File: src/rtl/rc4_pkg.sv
// Shared types and constants for the RC4 keystream consumer (rc4_stream_xor).
package rc4_pkg;

    localparam int unsigned BYTE_W = 8;

    typedef enum logic [1:0] {
        StIdle,
        StReq,
        StRun,
        StExhausted
    } rc4_state_e;

    // The byte index must be able to hold n itself (the exhausted position).
    function automatic int unsigned idx_width(input int unsigned n);
        return (n + 1 > 1) ? $clog2(n + 1) : 1;
    endfunction

endpackage

File: src/rtl/rc4_xor_stage.sv
// Single-entry valid/ready output register that XORs a payload byte with a keystream byte.
module rc4_xor_stage
    import rc4_pkg::*;
(
    input  logic              clk_i,
    input  logic              rst_i,
    input  logic              acc_i,
    input  logic [BYTE_W-1:0] data_i,
    input  logic [BYTE_W-1:0] key_i,
    input  logic              last_i,
    input  logic              out_ready_i,
    output logic              can_accept_o,
    output logic              out_valid_o,
    output logic [BYTE_W-1:0] out_data_o,
    output logic              out_last_o
);

    logic              valid_q, valid_d;
    logic [BYTE_W-1:0] data_q, data_d;
    logic              last_q, last_d;

    always_comb begin
        valid_d = valid_q;
        data_d  = data_q;
        last_d  = last_q;
        // A new byte may overwrite the one being drained in the same cycle.
        if (acc_i) begin
            valid_d = 1'b1;
            data_d  = data_i ^ key_i;
            last_d  = last_i;
        end else if (out_ready_i) begin
            valid_d = 1'b0;
        end
    end

    always_ff @(posedge clk_i) begin
        if (rst_i) begin
            valid_q <= 1'b0;
            data_q  <= '0;
            last_q  <= 1'b0;
        end else begin
            valid_q <= valid_d;
            data_q  <= data_d;
            last_q  <= last_d;
        end
    end

    always_comb begin
        can_accept_o = !valid_q || out_ready_i;
        out_valid_o  = valid_q;
        out_data_o   = data_q;
        out_last_o   = last_q;
    end

endmodule

File: src/rtl/rc4_stream_xor.sv
// RC4 keystream consumer: fetches one keystream word and XORs it onto a byte stream.
// Build option: define RC4_DROP_EN to add DROP_N and discard the first DROP_N keystream bytes.
module rc4_stream_xor
    import rc4_pkg::*;
#(
    parameter int unsigned NUMS_OF_BYTES = 4
`ifdef RC4_DROP_EN
    ,
    parameter int unsigned DROP_N = 1
`endif
) (
    input  logic                            clk_i,
    input  logic                            rst_i,
    input  logic                            go_i,
    output logic                            ks_start_o,
    input  logic                            ks_done_i,
    input  logic [NUMS_OF_BYTES*BYTE_W-1:0] ks_data_i,
    input  logic                            in_valid_i,
    output logic                            in_ready_o,
    input  logic [BYTE_W-1:0]               in_data_i,
    input  logic                            in_last_i,
    output logic                            out_valid_o,
    input  logic                            out_ready_i,
    output logic [BYTE_W-1:0]               out_data_o,
    output logic                            out_last_o,
    output logic                            busy_o,
    output logic                            ks_exhausted_o
);

    localparam int unsigned IDX_W = idx_width(NUMS_OF_BYTES);
    localparam logic [IDX_W-1:0] LAST_IDX = IDX_W'(NUMS_OF_BYTES);
`ifdef RC4_DROP_EN
    localparam logic [IDX_W-1:0] START_IDX = IDX_W'(DROP_N);
`else
    localparam logic [IDX_W-1:0] START_IDX = '0;
`endif

    rc4_state_e                      state_q, state_d;
    logic                            ks_start_q, ks_start_d;
    logic [IDX_W-1:0]                idx_q, idx_d;
    logic [NUMS_OF_BYTES*BYTE_W-1:0] buf_q, buf_d;

    logic              can_accept;
    logic              in_ready;
    logic              accept;
    logic [BYTE_W-1:0] key_byte;

    always_comb begin
        key_byte = '0;
        for (int unsigned b = 0; b < NUMS_OF_BYTES; b++) begin
            if (idx_q == IDX_W'(b)) begin
                key_byte = buf_q[b*BYTE_W +: BYTE_W];
            end
        end
    end

    always_comb begin
        in_ready = (state_q == StRun) && can_accept && (idx_q < LAST_IDX);
        accept   = in_valid_i && in_ready;
    end

    always_comb begin
        state_d = state_q;
        idx_d   = idx_q;
        buf_d   = buf_q;
        unique case (state_q)
            StIdle: begin
                if (go_i) begin
                    state_d = StReq;
                end
            end
            StReq: begin
                // ks_done may already be high (sticky); capture on the first REQ cycle.
                if (ks_done_i) begin
                    buf_d   = ks_data_i;
                    idx_d   = START_IDX;
                    state_d = StRun;
                end
            end
            StRun: begin
                if (accept) begin
                    idx_d = idx_q + IDX_W'(1);
                    if (idx_q + IDX_W'(1) == LAST_IDX) begin
                        state_d = StExhausted;
                    end
                end
            end
            StExhausted: begin
                state_d = StExhausted;
            end
            default: begin
                state_d = StIdle;
            end
        endcase
        ks_start_d = (state_d == StReq);
    end

    always_ff @(posedge clk_i) begin
        if (rst_i) begin
            state_q    <= StIdle;
            ks_start_q <= 1'b0;
            idx_q      <= '0;
            buf_q      <= '0;
        end else begin
            state_q    <= state_d;
            ks_start_q <= ks_start_d;
            idx_q      <= idx_d;
            buf_q      <= buf_d;
        end
    end

    rc4_xor_stage u_xor_stage (
        .clk_i        (clk_i),
        .rst_i        (rst_i),
        .acc_i        (accept),
        .data_i       (in_data_i),
        .key_i        (key_byte),
        .last_i       (in_last_i),
        .out_ready_i  (out_ready_i),
        .can_accept_o (can_accept),
        .out_valid_o  (out_valid_o),
        .out_data_o   (out_data_o),
        .out_last_o   (out_last_o)
    );

    always_comb begin
        ks_start_o     = ks_start_q;
        in_ready_o     = in_ready;
        busy_o         = (state_q == StReq) || (state_q == StRun);
        ks_exhausted_o = (state_q == StExhausted);
    end

endmodule
File: config.mk
export PLATFORM = sky130hd
export DESIGN_NAME = rc4_stream_xor
export DESIGN_NICKNAME = d
export VERILOG_FILES = /design/src/rtl/rc4_pkg.sv /design/src/rtl/rc4_xor_stage.sv /design/src/rtl/rc4_stream_xor.sv
export SDC_FILE = /design/constraint.sdc
export NUM_CORES = 1
export LEC_CHECK = 0
export ABC_AREA = 1
export BUFFER_PORTS_ARGS = -buffer_cell sky130_fd_sc_hd__buf_2
export CORE_ASPECT_RATIO = 0.9
export CORE_MARGIN = 5
export CORE_UTILIZATION = 42
export CTS_BUF_LIST = sky130_fd_sc_hd__clkbuf_2 sky130_fd_sc_hd__clkbuf_4 sky130_fd_sc_hd__clkbuf_8
export CTS_CLUSTER_DIAMETER = 50
export DETAILED_ROUTE_END_ITERATION = 6
export HOLD_SLACK_MARGIN = 0.05
export PLACE_DENSITY = 0.74
export SLEW_MARGIN = 5
export SYNTH_ARGS = -nofsm -noshare
export SYNTH_HDL_FRONTEND = slang
export SYNTH_HIERARCHICAL = 1
export SYNTH_SLANG_ARGS = --single-unit
File: constraint.sdc
create_clock -name clk_i -period 1.7 [get_ports clk_i]
set_input_delay 0.34 -clock clk_i [delete_from_list [all_inputs] [get_ports clk_i]]
set_output_delay 0.34 -clock clk_i [all_outputs]
set_load 0.05 [all_outputs]
* Word-level counts from Yosys, hierarchy flattened
Cells that the tools add are included.
** Word-level totals
- Bits in registers :: 48
- Input bits :: 47
- Output and inout port bits :: 14
- Logic and storage cells :: 46
** Operators by class
- Add/sub/neg operators :: 1
- $lt $le $gt $ge :: 1
- Equality and inequality tests :: 10
- Muxes and demuxes :: 14
- Bitwise gates (word level) :: 1
- Reductions and logical operators :: 12
** Operators with widths (count)
- $mux W8 :: 4
- $mux W2 :: 4
- $pmux W2 S4 :: 1
- $xor A8 B8 Y8 :: 1
- $eq A3 B2 Y1 const B :: 2
- $mux W3 :: 2
- $pmux W3 S2 :: 1
- $eq A2 B1 Y1 const B :: 2
- $eq A2 B2 Y1 const B :: 2
- $ne A2 B2 Y1 const B :: 2
- $reduce_bool A2 Y1 :: 2
- $add A3 B1 Y3 const B :: 1
- $eq A3 B1 Y1 const B :: 1
- $eq A3 B3 Y1 const B :: 1
- $logic_and A1 B1 Y1 :: 3
- $logic_not A3 Y1 :: 1
- $lt A3 B3 Y1 const B :: 1
- $reduce_and A3 Y1 :: 1
- $logic_not A2 Y1 :: 1
- $logic_or A1 B1 Y1 :: 2
- $mux W1 :: 2
- $reduce_and A2 Y1 :: 1
- $logic_not A1 Y1 :: 1

* Depth between registers and ports, before layout
Gate-level depths: netlist of the first run.
- Depth in word-level cells :: 8
- Gate-level depth with buffers :: 13
- Mapped depth without buffers :: 13

* Cells and area by module
Netlist of the first run, hierarchy kept.
** By module, submodules not included
- rc4_stream_xor :: times used 1, cells an instance 268, area an instance 1856.8 µm², seq. area each 760.7 µm²
- rc4_xor_stage :: times used 1, cells an instance 92, area an instance 546.8 µm², seq. area each 200.2 µm²

* Least setup slack after synthesis of the first run
Ideal clock, no wire load.
- Path kind :: reg2reg
- Start point :: register u_xor_stage.valid_q (netlist: u_xor_stage/out_valid_o)
- End point :: register idx_q[1]
- Setup time :: 0.064 ns
- Arrival :: 1.798 ns
- Required time :: 1.636 ns
- Setup slack :: -0.161 ns
- Cell stages (with the launch flop) :: 8
- Path buffers :: 0
- Clock period less this slack :: 1.861 ns
- Cells stage by stage :: dfxtp_1 > nand2_1 > nand2_1 > nor2_1 > nand3_1 > nand3_1 > nand2_1 > nor2_1
** Between the ends
- Longest elaborated chain between the ends :: 7
** Ends and longest elaborated chain
- start: declaration :: RTL line rc4_xor_stage.sv:18 : logic valid_q, valid_d;
- start signal: assignment :: RTL line rc4_xor_stage.sv:42 : valid_q <= valid_d;
- $logic_not A1 Y1 :: RTL line rc4_xor_stage.sv:49 : can_accept_o = !valid_q || out_ready_i;
- $logic_or A1 B1 Y1 :: RTL line rc4_xor_stage.sv:49
- named net can_accept :: RTL line rc4_stream_xor.sv:43 : logic can_accept;
- $logic_and A1 B1 Y1 (2 in series) :: RTL line rc4_stream_xor.sv:58 : in_ready = (state_q == StRun) && can_accept && (idx_q < LAST_IDX);
- named net in_ready_o :: RTL line rc4_stream_xor.sv:19 : output logic in_ready_o,
- $logic_and A1 B1 Y1 :: RTL line rc4_stream_xor.sv:59 : accept = in_valid_i && in_ready;
- $ne A2 B2 Y1 (no source line)
- $reduce_and A3 Y1 (no source line)
- end signal: assignment :: RTL line rc4_stream_xor.sv:107 : idx_q <= idx_d;
- end: declaration :: RTL line rc4_stream_xor.sv:40 : logic [IDX_W-1:0] idx_q, idx_d;
The timed path passes the listed nets, and every way through them passes these cells.
A chain may end at the register's enable or synchronous reset.

* Worst setup path in the final report of the first run
- Start point :: register state_q[0]
- End point :: output in_ready_o
** Between the ends
- Longest elaborated chain between the ends :: 3
** Ends and longest elaborated chain
- start: declaration :: RTL line rc4_stream_xor.sv:38 : rc4_state_e state_q, state_d;
- start signal: assignment :: RTL line rc4_stream_xor.sv:100 : state_q <= StIdle;
- start signal: assignment :: RTL line rc4_stream_xor.sv:105 : state_q <= state_d;
- $eq A2 B2 Y1 :: RTL line rc4_stream_xor.sv:58
- $logic_and A1 B1 Y1 (2 in series) :: RTL line rc4_stream_xor.sv:58
- end: declaration :: RTL line rc4_stream_xor.sv:19
Every way passes these cells.

==> results of run 1 <==
==> repair_timing <==
| item | 4_1_cts | 5_1_grt |
|---|---|---|
| gates cloned | 0 | 0 |
| resized for setup | 7 | 23 |
| buffers inserted | 0 | 4 |
| pin swaps | 0 | 4 |
| endpoints found under the setup margin | 9 | 9 |
| hold buffers | 0 | 0 |
==> path summary, 6_finish.rpt <==
path	startpoint	cells after the start	endpoint	slack (ns)
max	state_q[0]$_SDFF_PP0_	5	in_ready_o	0.08
min	ks_data_i[12]	3	buf_q[12]$_SDFFE_PP0P_	0.28
max reg2reg	idx_q[1]$_SDFFE_PP0P_	13	u_xor_stage/out_data_o[5]$_SDFFE_PP0P_	0.12
min reg2reg	u_xor_stage/out_last_o$_SDFFE_PP0P_	2	u_xor_stage/out_last_o$_SDFFE_PP0P_	0.47
==> cell usage in the layout, fill, tap and decap left out, drive strengths merged <==
cell	count
a21oi	4
a31oi	2
buf	70
clkbuf	6
clkinv	2
dfxtp	48
ha	10
inv	42
nand2	65
nand3	41
nand4	1
nor2	90
nor3	1
o21ai	33
or2	9
==> cell usage after synthesis <==
| master | n | area, sq um |
|---|---|---|
| nand2_1 | 63 | 236 |
| a31oi_1 | 2 | 12.5 |
| inv_2 | 4 | 15.0 |
| buf_8 | 1 | 15.0 |
| buf_1 | 1 | 3.75 |
| nand2_2 | 2 | 12.5 |
| nor3_1 | 1 | 5.00 |
| o21ai_0 | 33 | 165 |
| ha_1 | 10 | 125 |
| clkbuf_2 | 1 | 5.00 |
| buf_6 | 3 | 33.8 |
| nor2_1 | 90 | 338 |
| a21oi_1 | 3 | 15.0 |
| buf_4 | 3 | 22.5 |
| nand4_1 | 1 | 6.26 |
| a21oi_2 | 1 | 8.76 |
| clkbuf_1 | 5 | 18.8 |
| dfxtp_1 | 48 | 961 |
| or2_2 | 7 | 43.8 |
| nand3_1 | 41 | 205 |
| or2_0 | 2 | 12.5 |
| inv_1 | 38 | 143 |
==> state kept, by name, summed over array words and instances (netlist names) <==
signal and cells:
u_xor_stage/out_valid_o 1, state_q 2, buf_q 32, u_xor_stage/out_data_o 8, u_xor_stage/out_last_o 1, idx_q 3
ks_start_o 1
==> layer usage <==
layer	vias to the layer above	share of wire	wire [microns]
li1	1250	-	-
met1	1027	0.46	2670
met2	72	0.46	2700
met3	18	0.058	342
met4	0	0.025	144
met5	-	0	0
==> power by group <==
group          total, mW  internal (mW)  leakage [nW]  switching (mW)
combinational       1.98          0.710          1.03            1.27
sequential          1.57           1.39         0.394           0.179
clock              0.708          0.325        0.0510           0.383
total               4.26           2.43          1.47            1.83
==> logic make-up after synthesis <==
logic type / Yosys count / synth area share
AO/OA/AOI/OAI: 39 / 0.0838
buffers and inverters: 56 / 0.107
adder cells (fa/ha/maj): 10 / 0.0521
AND/OR/NAND/NOR: 207 / 0.358
flip-flops: 48 / 0.400
==> through the flow <==
step                      utilization  TNS, ns  cell area [sq um]  std cells
after global routing            0.527  -0.0667               2970        494
after detailed placement        0.489   -0.101               2750        482
final                           0.527        0               2970        494
after global placement          0.489        0               2750        482
after CTS                       0.508        0               2860        490
after floorplan                     -        0               2410        360
==> critical path, stage by stage (launching register included) <==
cell     delay, ns
dfxtp_4       0.37
inv_4         0.08
ha_4          0.14
nand2_1       0.06
nor2_2        0.15
buf_6         0.18
==> layout make-up <==
class,instances,area share
clock buffer,6,0.0278
timing repair buffer,70,0.134
clock inverter,2,0.00338
multi-input combinational,256,0.424
tap,70,0.0295
inverter,42,0.0540
sequential,48,0.328
==> results.ini, run 1 <==
[placement]
gp_congestion=0.867
hpwl_microns=4380
pre_cts_slack_ns=-0.0309
io_buffers=60

[sta]
finalCriticalPeriod_ns=1.62
setup_viol=0
skew_ns=0.00605
fmax_mhz=619
tightest_slew_ns=0.754
finalHoldViolations=0
slew_viol_final=0
max_slew_margin=0.497
worst_slack_ns=0.0842
period_share=0.950
whs_ns=0.279

[logic_synthesis]
synth-seq-cells=48
syn-cell-area_sq_um=2400
ys_types=22
seq_area_frac_synth=0.400
synth_cells=360
synthesis.nets=417
synth.avg_cell_area_sq_um=6.68
synth_warnings=6

[route]
wl_per_cell_microns=11.8
drt-total-wl_microns=5850
first_pass_iters=4
vias=2367
drc_errors=0
drt_first_iter_violations=129
ant_nets=0
viasPerCell=4.79

[global_route]
first_global_vias=2251
grt_pass1_wl_microns=9700
grtUsageMet3=0.0412
grt_overflow=0
grt_util_met1=0.196
busiest_layer=met2
grt_max_degree=34
antenna_found_initial=0
use_met2=0.277
grt.total_usage=0.162

[finish]
syn2layout_area_growth_pct=23.4
diodes=0
multi_input_area_sq_um=1260
final-seq-area_sq_um=972
drive_above_1_share=0.269
fin_nets=480
nFillCells=562

[clock_network]
htreeDepth=2
cts.path.max_buffers=2
insertion_delay_ns=0.30
clock-sinks=48
cts-root-buf=clkbuf_8
numCtsBuffers=5
clk_pin_slew_ns=0.09
cts_tree=yes

[floorplan]
die_area_sq_um=7340
num_rows=26
pin_count=61
die_h_microns=81.8
die_w_microns=89.7
core_sq_um=5630
start_util=0.427

[job]
max-cap-violations=0

[power_and_ir_drop]
ir_worst_vdd_mv=0.923
p_leak_nw=1.47
total_power_mw=4.26
powerDensity_nw_per_um2=1440

[setup_path]
crit_path_start_kind=flip-flop
path_class=reg2out
endpoint_kind=primary output
arrival_ns=1.28
critPathMaxFanout=4
crit_required_ns=1.36

[hold_path]
hold_path_class=in2reg

[outcome]
status=finished, final reports clean

(Power assumes the default switching activity.)
==> run 2, diff against run 1 <==
--- a/config.mk
+++ b/config.mk
@@ -19,4 +19,3 @@
 export SYNTH_ARGS = -nofsm -noshare
 export SYNTH_HDL_FRONTEND = slang
-export SYNTH_HIERARCHICAL = 1
 export SYNTH_SLANG_ARGS = --single-unit
==> constraint.sdc (replaced) <==
create_clock -name clk_i -period 1.7 [get_ports clk_i]
set_input_delay 0.34 -clock clk_i [delete_from_list [all_inputs] [get_ports clk_i]]
set_output_delay 0.34 -clock clk_i [all_outputs]
set_load 0.005 [all_outputs]
==> run 2 against run 1 <==
Combinational power shrank 9%. Cell area shrank 3.0%. Routed wire length shrank 2.2%. Fmax grew 1.1%. Global-route usage shrank 0.19 points. Critical endpoint unchanged. Cell count shrank 1.4%. Via count is the same.
==> results.ini, run 2 <==
[outcome]
status=finished, final reports clean

[finish]
nFillCells=592
final_cell_mix=nor2_1 (74), nand2_1 (66), buf_2 (60), dfxtp_1 (46), o21ai_0 (42)
mostFrequentLayoutCell=nor2_1
largest_reg_flops=32
diodes=0
fin_nets=474
regMostFlops=buf_q
drive_above_1_share=0.204
syn2layout_area_growth_pct=19.4

[sta]
slew_viol_final=0
skew_ns=0.00561
setup_viol=0
whs_ns=0.285
rsz0062_at_grt=false
finalHoldViolations=0
period_share=0.940
fmax_mhz=626
max_slew_margin=0.726
tightest_slew_ns=0.407
worst_slack_ns=0.102
finalSetupTns_ns=0
finalCriticalPeriod_ns=1.60

[clock_network]
numCtsBuffers=5
cts.path.max_buffers=2
htreeDepth=2
cts_setup_buffers=0
cts_hold_buffers=0
cts-root-buf=clkbuf_8
insertion_delay_ns=0.30
clock-sinks=48
cts_tree=yes
clk_pin_slew_ns=0.09

[placement]
io_buffers=60
hpwl_microns=4290
gp_congestion=0.959
pre_cts_slack_ns=0.0294

[route]
ant_nets=0
first_pass_iters=4
vias=2367
drt_first_iter_violations=184
drc_errors=0
wl_per_cell_microns=11.7
drt-total-wl_microns=5720
viasPerCell=4.86

[power_and_ir_drop]
powerDensity_nw_per_um2=1430
total_power_mw=4.11
ir_worst_vdd_mv=0.860
p_leak_nw=1.42

[logic_synthesis]
syn-cell-area_sq_um=2410
synth_top_area_cell=dfxtp_1
synth_cells=359
seq_area_frac_synth=0.399
synthArstFlopShare=0
yosysMostFrequentCell=nor2_1
synth.avg_cell_area_sq_um=6.71
ys_top_cells_by_count=nor2_1 (75), nand2_1 (66), dfxtp_1 (48), o21ai_0 (44), inv_1 (42)
synth_edf_count=0
synth_warnings=0
synth_flop_cell=dfxtp_1
synth_top_area_share=0.399
synth-seq-cells=48
synthTopCellsByArea=dfxtp_1 (40%), nor2_1 (12%), nand2_1 (10%)
ys_types=24
synthesis.nets=416

[floorplan]
start_util=0.428
die_h_microns=81.8
die_area_sq_um=7350
core_sq_um=5630
num_rows=26
die_w_microns=89.8
pin_count=61

[hold_path]
hold_path_class=in2reg

[global_route]
grt_pass1_wl_microns=9650
grt_overflow=0
grt_max_degree=43
grt.total_usage=0.160
antenna_found_initial=0
first_global_vias=2210

[setup_path]
path_class=reg2out
arrival_ns=1.26
critPathMaxFanout=6
crit_required_ns=1.36
crit_path_start_kind=flip-flop
endpoint_kind=primary output

[job]
max-cap-violations=0

## run 2: cell count changes in the layout (fill, tap and decap cells not counted), sizes merged, moves of 2 or more
cell	change
nand3	-12
inv	+3
nand2	+2
or2	-9
buf	-4
a21oi	+6
nor2	-15
o21ai	+15
o21a	+6
## run 2: area by class of cell
type / instances / area [sq um] / area share
multi-input cells: 249 / 1200 / 0.419
well taps: 70 / 87.6 / 0.0305
repair buffers: 66 / 345 / 0.120
flip-flops and latches: 48 / 963 / 0.335
clock buffers: 7 / 96.3 / 0.0335
inverters: 47 / 179 / 0.0622
## run 2: what timing repair did
item                                    in CTS  in global routing
cloned                                       0                  0
gates resized for setup                      2                  8
endpoints found under the setup margin       1                 11
## run 2: layer usage
metal / part of all wire / routed length, microns / global-route usage / up-vias
li1: - / - / - / 1238
met1: 0.46 / 2660 / 0.191 / 1066
met3: 0.053 / 305 / 0.0485 / 12
met5: 0 / 0 / 0 / -
met4: 0.021 / 123 / 0.0619 / 0
met2: 0.46 / 2640 / 0.273 / 51
## run 2: where the power goes
part	internal [mW]	total (mW)	switching, mW
registers	1.41	1.57	0.159
logic	0.688	1.81	1.12
clock network	0.363	0.732	0.369
total	2.46	4.11	1.65
## run 2: worst paths after layout
kind / from / endpoint / slack [ns] / depth (start not counted)
worst min register to register: buf_q[31]$_SDFFE_PP0P_ / buf_q[31]$_SDFFE_PP0P_ / 0.45 / 2
worst max-delay path: state_q[0]$_SDFF_PP0_ / in_ready_o / 0.10 / 5
worst min-delay path: ks_data_i[11] / buf_q[11]$_SDFFE_PP0P_ / 0.28 / 3
worst max register to register: idx_q[2]$_SDFFE_PP0P_ / u_xor_stage.out_data_o[0]$_SDFFE_PP0P_ / 0.17 / 11
## run 2: through the flow
stage,cell area (sq um),util,std cells
floorplan,2410,-,359
global placement,2760,0.490,480
detailed placement,2760,0.490,480
CTS,2870,0.510,487
global route,2880,0.511,487
finish,2880,0.511,487
## run 2: kinds of logic (layout without fill, tap and decap cells)
family | after synthesis | in the layout | share of synthesized area
buffers and inverters | 62 | 120 | 0.109
flip-flops | 48 | 48 | 0.399
AO/OA/AOI/OAI | 66 | 66 | 0.145
AND/OR/NAND/NOR | 173 | 173 | 0.296
adder cells (fa/ha/maj) | 10 | 10 | 0.0519
## run 2: critical path: stages, from the launching register on
cell     delay (ns)
dfxtp_1        0.35
inv_2          0.12
ha_4           0.19
nand2_1        0.06
nor2_1         0.11
buf_2          0.13
==> run 3, diff against run 2 <==
Settings changed: ABC_AREA 1 to unset, PLACE_DENSITY 0.74 to 0.73.
==> run 3 against run 2 <==
The flow now finishes with violations (setup timing). Total power decreased by 41%. Largest cell class unchanged. Sequential cell count is the same. Sequential power fell by 21%. Routed wire length rose by 7.5%. Cell count shrank 10%. Clock-buffer cell count down 1. Via count fell by 4.9%. Global-route usage up 0.98 points. Worst setup slack worse by 0.12 ns. Largest power group is now registers. Fmax decreased by 7.1%. Sequential share of layout area fell by 2.5 points. Clock power shrank 1%.
==> results.ini, run 3 <==
[clock_network]
clock-sinks=48
insertion_delay_ns=0.30
cts_tree=yes
cts-root-buf=clkbuf_8
numCtsBuffers=5
cts_hold_buffers=0
clk_pin_slew_ns=0.09
htreeDepth=2
cts.path.max_buffers=2

[route]
drt-total-wl_microns=6150
drt_first_iter_violations=118
drc_errors=0
vias=2252
ant_nets=0
first_pass_iters=4
wl_per_cell_microns=14.1
viasPerCell=5.15

[setup_path]
crit_path_start_kind=flip-flop
r2r_slack_ns=-0.02
critPathMaxFanout=7
endpoint_kind=flip-flop
cpPeakStageDelay_ns=0.38
crit_required_ns=1.93
timing.critical_path.to=u_xor_stage.out_data_o[1]$_SDFFE_PP0P_
critPathTopFamily=flip-flops
path_depth=6
path_cells=ha_4 -> ha_4 -> or2_4 -> a221oi_4 -> mux2_4 -> o22ai_2
arrival_ns=1.95
cp_slowest_cell=dfxtp_4
crit_top_cell=ha_4
path_buf_inv=0
r2r-end=u_xor_stage.out_data_o[1]$_SDFFE_PP0P_
r2r-start=idx_q[0]$_SDFFE_PP0P_
crit_start=idx_q[0]$_SDFFE_PP0P_
path_class=reg2reg
reg2regPathDepth=6

[sta]
tightest_slew_ns=0.330
rsz0062_at_grt=true
period_share=1.01
slew_viol_final=0
worst_slack_ns=-0.0194
whs_ns=0.265
finalSetupTns_ns=-0.0593
finalCriticalPeriod_ns=1.72
skew_ns=0.00516
finalHoldViolations=0
max_slew_margin=0.780
fmax_mhz=582
setup_viol=5

[logic_synthesis]
synthTopCellsByArea=dfxtp_1 (40%), nand2_1 (13%), a21oi_1 (8.9%)
synth-seq-cells=48
synth_top_area_share=0.397
ys_top_cells_by_count=nand2_1 (81), dfxtp_1 (48), a21oi_1 (43), inv_1 (15)
synth_warnings=0
ys_types=40
yosysMostFrequentCell=nand2_1
synth_top_area_cell=dfxtp_1
synthArstFlopShare=0
synth_cells=297
synth.avg_cell_area_sq_um=8.16
syn-cell-area_sq_um=2420
synthesis.nets=354
synth_edf_count=0
synth_flop_cell=dfxtp_1
seq_area_frac_synth=0.397

[power_and_ir_drop]
internal_power_mw=1.75
pwr-share-clk=0.297
netSwitchingPower_uw=684
ir_worst_vdd_mv=0.439
power.share.combinational=0.196
p_leak_nw=1.30
p_sw_frac=0.281
powerDensity_nw_per_um2=775
sequentialPowerShare=0.507

[floorplan]
die_w_microns=90.1
start_util=0.430
num_rows=26
core_sq_um=5630
die_h_microns=82.0
die_area_sq_um=7390
pin_count=61

[finish]
syn2layout_area_growth_pct=29.9
largest_reg_flops=32
nFillCells=511
regMostFlops=buf_q
final_cell_mix=nand2_1 (81), buf_2 (60), dfxtp_1 (43), a21oi_1 (42), buf_4 (21)
diodes=0
multi_input_area_sq_um=1450
mostFrequentLayoutCell=nand2_1
final-seq-area_sq_um=975
fin_nets=423
final_cells=437
post-route-util=0.559
drive_above_1_share=0.341

[placement]
placedCellCount=424
hpwl_microns=4560
gp_congestion=0.927
io_buffers=60
pre_cts_slack_ns=-0.159

[global_route]
grt.total_usage=0.170
grt_pass1_wl_microns=10300
antenna_found_initial=0
grt_overflow=0
first_global_vias=2221
grt_max_degree=21

[outcome]
status=finished with violations
violations=setup timing

[hold_path]
hold_path_class=in2reg

[job]
max-cap-violations=0

run 3: cell count changes after synthesis, moves of 9 or more:
cell	delta
nand2_1	+15
nand3_1	-29
o21ai_0	-40
a21oi_1	+33
inv_1	-27
nor2_1	-65
mux2i_1	+9
run 3: final cells by class:
class                      count  share of cell area
clock inverter                 2             0.00438
clock buffer                   6              0.0263
inverter                      15              0.0179
sequential                    48               0.310
timing repair buffer          82               0.152
multi-input combinational    214               0.462
tap                           70              0.0278
run 3: per-layer routing:
| metal | routed length (microns) | track usage | part of all wire | vias to the layer above |
|---|---|---|---|---|
| met5 | 0 | 0 | 0 | - |
| met4 | 87 | 0.0536 | 0.014 | 0 |
| met1 | 2740 | 0.218 | 0.45 | 1032 |
| li1 | - | - | - | 1143 |
| met3 | 386 | 0.0412 | 0.063 | 10 |
| met2 | 2930 | 0.284 | 0.48 | 67 |
run 3: how the worst min path moves through the flow:
stage | startpoint | end | depth (start not counted)
after CTS | ks_data_i[20] | buf_q[20]$_SDFFE_PP0P_ | 3
after detailed placement | buf_q[27]$_SDFFE_PP0P_ | buf_q[27]$_SDFFE_PP0P_ | 2
after global placement | buf_q[20]$_SDFFE_PP0P_ | buf_q[20]$_SDFFE_PP0P_ | 2
final | ks_data_i[18] | buf_q[18]$_SDFFE_PP0P_ | 3
after floorplan | rst_i | state_q[0]$_SDFF_PP0_ | 1
after global routing | ks_data_i[25] | buf_q[25]$_SDFFE_PP0P_ | 3
run 3: logic make-up (layout without fill, tap and decap cells):
kind of cell	after synthesis	in the layout	share of synthesized area
AO/OA/AOI/OAI	71	71	0.197
XOR/XNOR	1	1	0.00362
adder cells (fa/ha/maj)	10	10	0.0517
buffers and inverters	35	105	0.0620
flip-flops	48	48	0.397
multiplexers	16	16	0.0697
AND/OR/NAND/NOR	116	116	0.220
run 3: stage by stage:
stage	total power [mW]	instance area, sq um
finish	2.44	3150
global route	2.57	3150
CTS	2.43	3060
detailed placement	1.69	2860
global placement	1.68	2860
floorplan	1.52	2430
run 3: timing repair:
item                                    CTS  global route
endpoints found under the setup margin   11            11
gates cloned                              0             0
buffers inserted                          2             3
resized for setup                        19            13
pin swaps                                 5             7
run 3: power groups by stage:
stage | clock network (mW) | logic, mW | registers (mW)
2_1_floorplan | 0 | 0.270 | 1.25
3_3_place_gp | 0 | 0.422 | 1.26
3_5_place_dp | 0 | 0.426 | 1.27
4_1_cts | 0.742 | 0.449 | 1.24
5_1_grt | 0.777 | 0.546 | 1.25
6_report | 0.723 | 0.478 | 1.24
run 3: worst reg2reg max path: cells and delay by family (launching register included):
kind / cells / cell delay [ns]
flops: 1 / 0.38
fa+ha+maj: 2 / 0.32
mux: 1 / 0.33
compound gates: 2 / 0.34
simple gates: 1 / 0.29
